File: src/rtl/phase_sequence_monitor.sv
// phase_sequence_monitor
//   Receiving end of the five-phase clock bus. Re-encodes the one-hot phase
//   vector to a stage index, checks the 0->1->2->3->4->0 ordering, locks
//   after LOCK_PERIODS clean periods, and counts completed periods and
//   sequence errors.
//
//   Optional build macro PHASE_MON_HOLD_EN: when defined, a one-hot vector
//   equal to the previously accepted phase (a stalled phase) is legal in
//   ACQUIRE and LOCKED and changes nothing.
//
// Ports
//   CLK          clock, all state on rising edge
//   RST          synchronous reset, active low
//   Phases[4:0]  one-hot phase bus
//   stage_idx    registered index 0..4, 3'b111 when Phases is not one-hot
//   phase_valid  registered: Phases was exactly one-hot
//   locked       high while in LOCKED
//   period_done  pulse on a correct phase 4 while LOCKED
//   seq_err      pulse on a sequence violation while LOCKED
//   instr_cnt    period_done count, wraps
//   err_cnt      seq_err count, saturates
module phase_sequence_monitor #(
    parameter int CNT_W        = 16,
    parameter int ERR_W        = 8,
    parameter int LOCK_PERIODS = 2
) (
    input  logic             CLK,
    input  logic             RST,
    input  logic [4:0]       Phases,
    output logic [2:0]       stage_idx,
    output logic             phase_valid,
    output logic             locked,
    output logic             period_done,
    output logic             seq_err,
    output logic [CNT_W-1:0] instr_cnt,
    output logic [ERR_W-1:0] err_cnt
);

    typedef enum logic [1:0] {S_UNLOCKED, S_ACQUIRE, S_LOCKED, S_ERROR} state_t;

    localparam logic [3:0] LOCK_N = 4'(LOCK_PERIODS);

    state_t           r_state, w_state_nxt;
    logic [2:0]       r_expected, w_exp_nxt;
    logic [3:0]       r_pcnt, w_pcnt_nxt;
    logic [2:0]       r_stage_idx;
    logic             r_phase_valid, r_period_done, r_seq_err;
    logic [CNT_W-1:0] r_instr_cnt;
    logic [ERR_W-1:0] r_err_cnt;

    logic [2:0] w_idx, w_exp_adv;
    logic [3:0] w_pcnt_inc;
    logic       w_valid, w_match, w_hold, w_pdone, w_serr;

    // One-hot decode; anything else (zero or multi-bit) is invalid.
    always_comb begin
        w_valid = 1'b1;
        w_idx   = 3'd7;
        case (Phases)
            5'b00001: w_idx = 3'd0;
            5'b00010: w_idx = 3'd1;
            5'b00100: w_idx = 3'd2;
            5'b01000: w_idx = 3'd3;
            5'b10000: w_idx = 3'd4;
            default:  w_valid = 1'b0;
        endcase
    end

    assign w_match    = w_valid && (w_idx == r_expected);
    assign w_exp_adv  = (r_expected == 3'd4) ? 3'd0 : r_expected + 3'd1;
    assign w_pcnt_inc = r_pcnt + 4'd1;

`ifdef PHASE_MON_HOLD_EN
    // While tracking, the last accepted phase is always the one just before
    // expected, so no separate register is needed for it.
    logic [2:0] w_prev;
    assign w_prev = (r_expected == 3'd0) ? 3'd4 : r_expected - 3'd1;
    assign w_hold = w_valid && (w_idx == w_prev);
`else
    assign w_hold = 1'b0;
`endif

    always_comb begin
        w_state_nxt = r_state;
        w_exp_nxt   = r_expected;
        w_pcnt_nxt  = r_pcnt;
        w_pdone     = 1'b0;
        w_serr      = 1'b0;
        case (r_state)
            S_UNLOCKED, S_ERROR: begin
                if (Phases == 5'b00001) begin
                    w_state_nxt = S_ACQUIRE;
                    w_exp_nxt   = 3'd1;
                    w_pcnt_nxt  = 4'd0;
                end
            end
            S_ACQUIRE: begin
                if (w_match) begin
                    w_exp_nxt = w_exp_adv;
                    if (w_idx == 3'd4) begin
                        w_pcnt_nxt = w_pcnt_inc;
                        if (w_pcnt_inc == LOCK_N)
                            w_state_nxt = S_LOCKED;
                    end
                end else if (!w_hold) begin
                    // Losing the sequence before lock is silent.
                    w_state_nxt = S_UNLOCKED;
                end
            end
            S_LOCKED: begin
                if (w_match) begin
                    w_exp_nxt = w_exp_adv;
                    w_pdone   = (w_idx == 3'd4);
                end else if (!w_hold) begin
                    w_serr      = 1'b1;
                    w_state_nxt = S_ERROR;
                end
            end
            default: w_state_nxt = S_UNLOCKED;
        endcase
    end

    always_ff @(posedge CLK) begin
        if (!RST) begin
            r_state       <= S_UNLOCKED;
            r_expected    <= 3'd0;
            r_pcnt        <= 4'd0;
            r_stage_idx   <= 3'b111;
            r_phase_valid <= 1'b0;
            r_period_done <= 1'b0;
            r_seq_err     <= 1'b0;
            r_instr_cnt   <= '0;
            r_err_cnt     <= '0;
        end else begin
            r_state       <= w_state_nxt;
            r_expected    <= w_exp_nxt;
            r_pcnt        <= w_pcnt_nxt;
            r_stage_idx   <= w_idx;
            r_phase_valid <= w_valid;
            r_period_done <= w_pdone;
            r_seq_err     <= w_serr;
            if (w_pdone)
                r_instr_cnt <= r_instr_cnt + 1'b1;
            if (w_serr && (r_err_cnt != '1))
                r_err_cnt <= r_err_cnt + 1'b1;
        end
    end

    assign stage_idx   = r_stage_idx;
    assign phase_valid = r_phase_valid;
    assign locked      = (r_state == S_LOCKED);
    assign period_done = r_period_done;
    assign seq_err     = r_seq_err;
    assign instr_cnt   = r_instr_cnt;
    assign err_cnt     = r_err_cnt;

endmodule

File: config.mk
export PLATFORM = sky130hd
export DESIGN_NAME = phase_sequence_monitor
export DESIGN_NICKNAME = d
export VERILOG_FILES = /design/src/rtl/phase_sequence_monitor.sv
export SDC_FILE = /design/constraint.sdc
export NUM_CORES = 1
export LEC_CHECK = 0
export CORE_ASPECT_RATIO = 0.8
export CORE_UTILIZATION = 47
export DETAILED_ROUTE_END_ITERATION = 6
export HOLD_SLACK_MARGIN = 0.12
export PLACE_DENSITY = 0.75
export REMOVE_ABC_BUFFERS = 1
export SKIP_CTS_REPAIR_TIMING = 1
export SLEW_MARGIN = 0
export SYNTH_ARGS = -nofsm -noshare
export SYNTH_HDL_FRONTEND = slang
export SYNTH_SLANG_ARGS = --single-unit
File: constraint.sdc
create_clock -name CLK -period 2.4 [get_ports CLK]
set_input_delay 0.36 -clock CLK [delete_from_list [all_inputs] [get_ports CLK]]
set_output_delay 0.36 -clock CLK [all_outputs]
set_load 0.02 [all_outputs]
Yosys cells after proc, flatten, opt, wreduce, memory -nomap -nowiden:

Cells that the tools add are included.

* register bits after elaboration: 39
* latch bits: 0
* memory bits (writable): 0
* memory bits (read-only): 0
* input bits: 7
* output and inout bits: 31
* memories: 0

* $add $sub $neg: 4
* $mul: 0
* divide/modulo/power cells: 0
* $lt $le $gt $ge: 0
* equal/unequal tests: 20
* shift-type cells: 0
* multiplexer cells: 20
* bitwise gates (word level): 0
* reduce and logical (&&, ||, !) cells: 10

Operators with widths (number)
* 16-bit by 1-bit adder with 16-bit output, second input constant: 1
* 3-bit case mux with 5 select lines: 1
* 4-bit 2-to-1 mux: 3
* 2-bit 2-to-1 mux: 5
* 3-bit 2-to-1 mux: 3
* 8-bit by 1-bit adder with 8-bit output, second input constant: 1
* 2-bit inequality test, second input constant: 4
* 8-bit inequality test, second input constant: 1
* 4-bit case mux with 2 select lines: 1
* 4-bit AND reduction: 2
* 3-bit == test, second input constant: 2
* 3-bit inequality test, second input constant: 2
* 2-bit case mux with 3 select lines: 1
* 3-bit case mux with 2 select lines: 1
* 5-bit by 1-bit == test with 1-bit output, second input constant: 1
* 5-bit by 2-bit == test with 1-bit output, second input constant: 1
* 5-bit by 3-bit == test with 1-bit output, second input constant: 1
* 5-bit by 4-bit == test with 1-bit output, second input constant: 1
* 5-bit == test, second input constant: 1
* 1-bit 2-to-1 mux: 5
* 5-bit OR reduction: 1
* 4-bit by 1-bit adder with 4-bit output, second input constant: 1
* 2-bit == test, second input constant: 2
* 4-bit by 2-bit == test with 1-bit output, second input constant: 1
* 9 further kinds: 11

Logic depth before layout (Yosys ltp):

* depth after elaboration: 7
* gate-level depth with buffers: 9
* depth with buffers taken out: 7

Worst setup path after synthesis:

No wires, ideal clock.

* path kind: input to register
* from: input port Phases[4]
* to: register r_instr_cnt[14] (netlist: instr_cnt[14])
* setup time: 71 ps
* arrival: 2247 ps
* data required time: 2329 ps
* slack: 82 ps
* cell stages on the path: 8
* buffers on the path: 2
* path through: buf_6 or3_4 o21a_2 nor4_4 nand4_2 buf_6 or4_1 a21oi_1

* longest elaborated chain between the ends: 6
* elaborated cells on any way between the ends: 13
* classes of those cells: 7 x eq/ne; 4 x mux; 2 x reduce/logical

RTL lines
* start, declared: line 29 `input logic [4:0] Phases,`
* 5-bit == test, or another cell as far along: line 59 `case (Phases)`
* 3-bit case mux with 5 select lines or 5-bit OR reduction (tied branches)
* 3-bit == test or 1-bit 2-to-1 mux (tied branches): line 69, 59
* 1-bit logical AND: line 69 `assign w_match = w_valid && (w_idx == r_expected);`
* 1-bit 2-to-1 mux (*): line 111 `if (w_match) begin`
* 1-bit 2-to-1 mux (*): line 89 `case (r_state)`
* end signal, assigned: line 143 `r_instr_cnt <= r_instr_cnt + 1'b1;`
* end, declared: line 48 `logic [CNT_W-1:0] r_instr_cnt;`

Every way passes the cells marked *; elsewhere a longest branch is shown, timed or not.
A chain may end at the register's enable or synchronous reset.

Worst setup path in the final report:

* from: input port Phases[0]
* to: register r_instr_cnt[6] (netlist: instr_cnt[6])

Same word-level chain as after synthesis.

==> flow_metrics.py <==
metrics = {
    "clock_tree": {
        "worst_skew_pair.late_latency_ns": 0.29,
        "clock_sinks": 39,
        "tritoncts": "yes",
        "ctsRootBufferMaster": "clkbuf_8",
        "clkSlewWorstSetupHoldPaths_ns": 0.08,
        "clock_path_buffers": 2,
        "cts_max_level": 2,
        "cts-buffers-inserted": 5,
    },
    "sta": {
        "slew-limit-headroom_pct": 63.19,
        "fin_crit_ns": 2.205,
        "fmax_mhz": 453.5,
        "rsz0062_at_grt": "no",
        "setup-violations-final": 0,
        "worstMarginPinSlew_ns": 0.5488,
        "fin_skew_ns": 0.01097,
        "finalCritPeriodShare_pct": 91.89,
        "finalMaxSlewViolations": 0,
        "hold_violations": 0,
        "holdWs_ns": 0.4871,
    },
    "drt": {
        "wl_per_cell_um": 14.31,
        "postRouteAntennaNets": 0,
        "drc": 0,
        "wl_um": 5466,
        "drt_first_pass_iters": 4,
        "vias": 2171,
        "viasPerCell": 5.683,
        "drt_iter0_markers": 129,
    },
    "cells_and_area": {
        "drive_gt1_share_pct": 17.54,
        "final.fill_count": 333,
        "diodes": 0,
        "design_area_um2": 2974,
        "area_delta_synth_final_pct": 37.96,
        "nNetsFinal": 340,
    },
    "yosys": {
        "synth_compound_area_share_pct": 20.43,
        "ys_top_cells_by_area": "dfxtp_1 (36%), a21oi_1 (5.6%), ha_1 (5.2%), nand2_1 (4.2%), or3_1 (3.8%)",
        "postSynthRegisterBits": 39,
        "yosysTopAreaCellShare_pct": 36.22,
        "synth_common_cells": "dfxtp_1 (39), a21oi_1 (24), nand2_1 (24), nand3_1 (16), or3_1 (13)",
        "yosys.area_share.simple_pct": 27.45,
        "synth_flop_cell": "dfxtp_1",
        "synth.area.mux_share_pct": 1.857,
        "async_flop_share_pct": 0,
        "yosysTopAreaCell": "dfxtp_1",
        "synth_most_common_cell": "dfxtp_1",
        "ys_seq_area_share_pct": 36.22,
        "ys_warn_count": 0,
        "synth_area_per_cell_um2": 8.356,
        "synth-xor-area-share_pct": 3.250,
        "synth_top_family_by_area": "simple AND/OR/NAND/NOR gates",
        "synth_edf_count": 0,
        "synth_fa_ha_area_share_pct": 5.223,
        "syn-instance-count": 258,
        "ys_types": 52,
        "synth_area_um2": 2156,
    },
    "setup_path": {
        "regToRegStartpoint": "r_state[0]$_SDFFE_PN0P_",
        "slowest_stage": "or3_4",
        "path_buf_inv": 3,
        "cp.required_ns": 2.61,
        "crit_path_cell_trace": "dlymetal6s2s_1 -> or3_4 -> o21a_2 -> nor4_4 -> buf_4 -> nand4_2 -> buf_4 -> or3_1 -> a21oi_1",
        "r2r_end": "instr_cnt[6]$_SDFFE_PN0P_",
        "critPathLaunch": "Phases[0]",
        "worst_setup_path_end_kind": "flop",
        "r2r_cells": 9,
        "worstSetupStartpointType": "input pin",
        "crit_type": "input pin to flop",
        "worstPathMaxFanout": 5,
        "crit_family": "simple AND/OR/NAND/NOR gates",
        "rrSetupSlack_ns": 0.26,
        "cpMostUsedCell": "buf_4",
        "cp.arrival_ns": 2.42,
        "slowest_delay_ns": 0.39,
    },
    "global_routing": {
        "grt_antenna_before_repair": 0,
        "grt_pass1_vias": 1917,
        "gr-total-overflow": 0,
        "grt_first_pass_wirelength_um": 8728,
        "grtUsageTotal_pct": 22.55,
        "grt_max_degree": 21,
    },
    "min_path": {
        "min_from": "r_pcnt[3]$_SDFFE_PN0P_",
        "hold_path_class": "flop to flop",
        "min_path_cells": 2,
        "hold_end": "r_pcnt[3]$_SDFFE_PN0P_",
    },
    "pwr": {
        "vdd_drop_max_v": 0.0002760,
        "leakage_uw": 0.001138,
        "power_uw": 1391,
        "powerDensity_nw_per_um2": 467.8,
    },
    "floorplan": {
        "rows": 21,
        "design.die.area_um2": 4863,
        "die_x_um": 77.72,
        "die_h_um": 62.58,
        "initial_core_util_pct": 50.34,
        "core_region_area_um2": 4283,
        "io_pins": 38,
    },
    "place": {
        "gp_congestion": 0.8683,
        "io_buffers": 37,
        "placed_area_um2": 2766,
        "hpwl_um": 3881,
    },
    "flow_run": {
        "maxCapViolCount": 0,
    },
    "run_status": {
        "status": "completed",
    },
}
## kinds of logic (layout without fill, tap and decap cells)
kind of cell,after synthesis,in the layout
buffers and inverters,25,91
AOI/OAI and AO/OA,70,70
adders and majority gates,9,9
muxes,4,4
and+or+nand+nor,103,104
DFF,39,39
xor gates and xnor gates,8,8
## per-stage QoR
| step | setup TNS [ns] | cells | util (%) | setup WS, ns |
|---|---|---|---|---|
| final | 0 | 382 | 69.44 | 0.1947 |
| after global routing | 0 | 382 | 69.44 | 0.1472 |
| after CTS | -0.7511 | 380 | 67.34 | -0.09829 |
| after detailed placement | -8.120 | 372 | 64.59 | -0.3880 |
| after global placement | -6.221 | 372 | 64.59 | -0.3138 |
| after floorplan | 0 | 246 | - | 0.05594 |
## how the worst max path moves through the flow
stage	cells after the start	to
6_report	9	instr_cnt[6]$_SDFFE_PN0P_
5_1_grt	8	instr_cnt[13]$_SDFFE_PN0P_
4_1_cts	8	instr_cnt[11]$_SDFFE_PN0P_
3_5_place_dp	8	instr_cnt[11]$_SDFFE_PN0P_
3_3_place_gp	9	err_cnt[4]$_SDFFE_PN0P_
2_1_floorplan	6	instr_cnt[7]$_SDFFE_PN0P_
## report_power, final
group	internal (uW)	switching, uW
logic	74.0	90.8
clock network	336	229
registers	654	6.41
## state kept, by name, indices dropped and copies added, names as in the netlist
register	count
instr_cnt	16
err_cnt	8
r_pcnt	4
r_expected	3
stage_idx	3
r_state	2
period_done	1
phase_valid	1
seq_err	1
## placed cells by master (no fill, tap or decap), types with 9 or more instances in the layout
cell type / Yosys / final
dfxtp_1: 39 / 39
clkdlybuf4s50_1: 0 / 32
buf_4: 0 / 31
nand2_1: 24 / 24
a21oi_1: 24 / 22
nand3_1: 16 / 16
or3_1: 13 / 13
inv_1: 12 / 12
o21ai_1: 10 / 11
nor2_1: 11 / 11
ha_1: 9 / 9
## layout make-up
cell class | count | area [um2] | share of cell area, %
clock buffers | 6 | 82.58 | 2.777
multi-input cells | 195 | 1318 | 44.30
flip-flops and latches | 39 | 780.7 | 26.25
repair buffers | 70 | 638.1 | 21.46
clock inverters | 2 | 35.03 | 1.178
well taps | 57 | 71.32 | 2.398
inverters | 13 | 48.80 | 1.641
## routing by layer
| metal | vias to the layer above | track usage, % | wire length [um] |
|---|---|---|---|
| li1 | 1080 | - | - |
| met2 | 65 | 33.96 | 2428 |
| met4 | 0 | 8.255 | 62 |
| met5 | - | 0 | 0 |
| met3 | 9 | 5.255 | 337 |
| met1 | 1017 | 31.15 | 2637 |
## worst register-to-register path, stage by stage, from the launching register on
cell and delay (ns):
dfxtp_1 0.34, inv_1 0.07, ha_1 0.25, inv_1 0.12
nor4_4 0.28, buf_4 0.19, nand4_2 0.14, buf_4 0.19
or3_1 0.34, a21oi_1 0.14
Power figures use the tool's default switching activity.
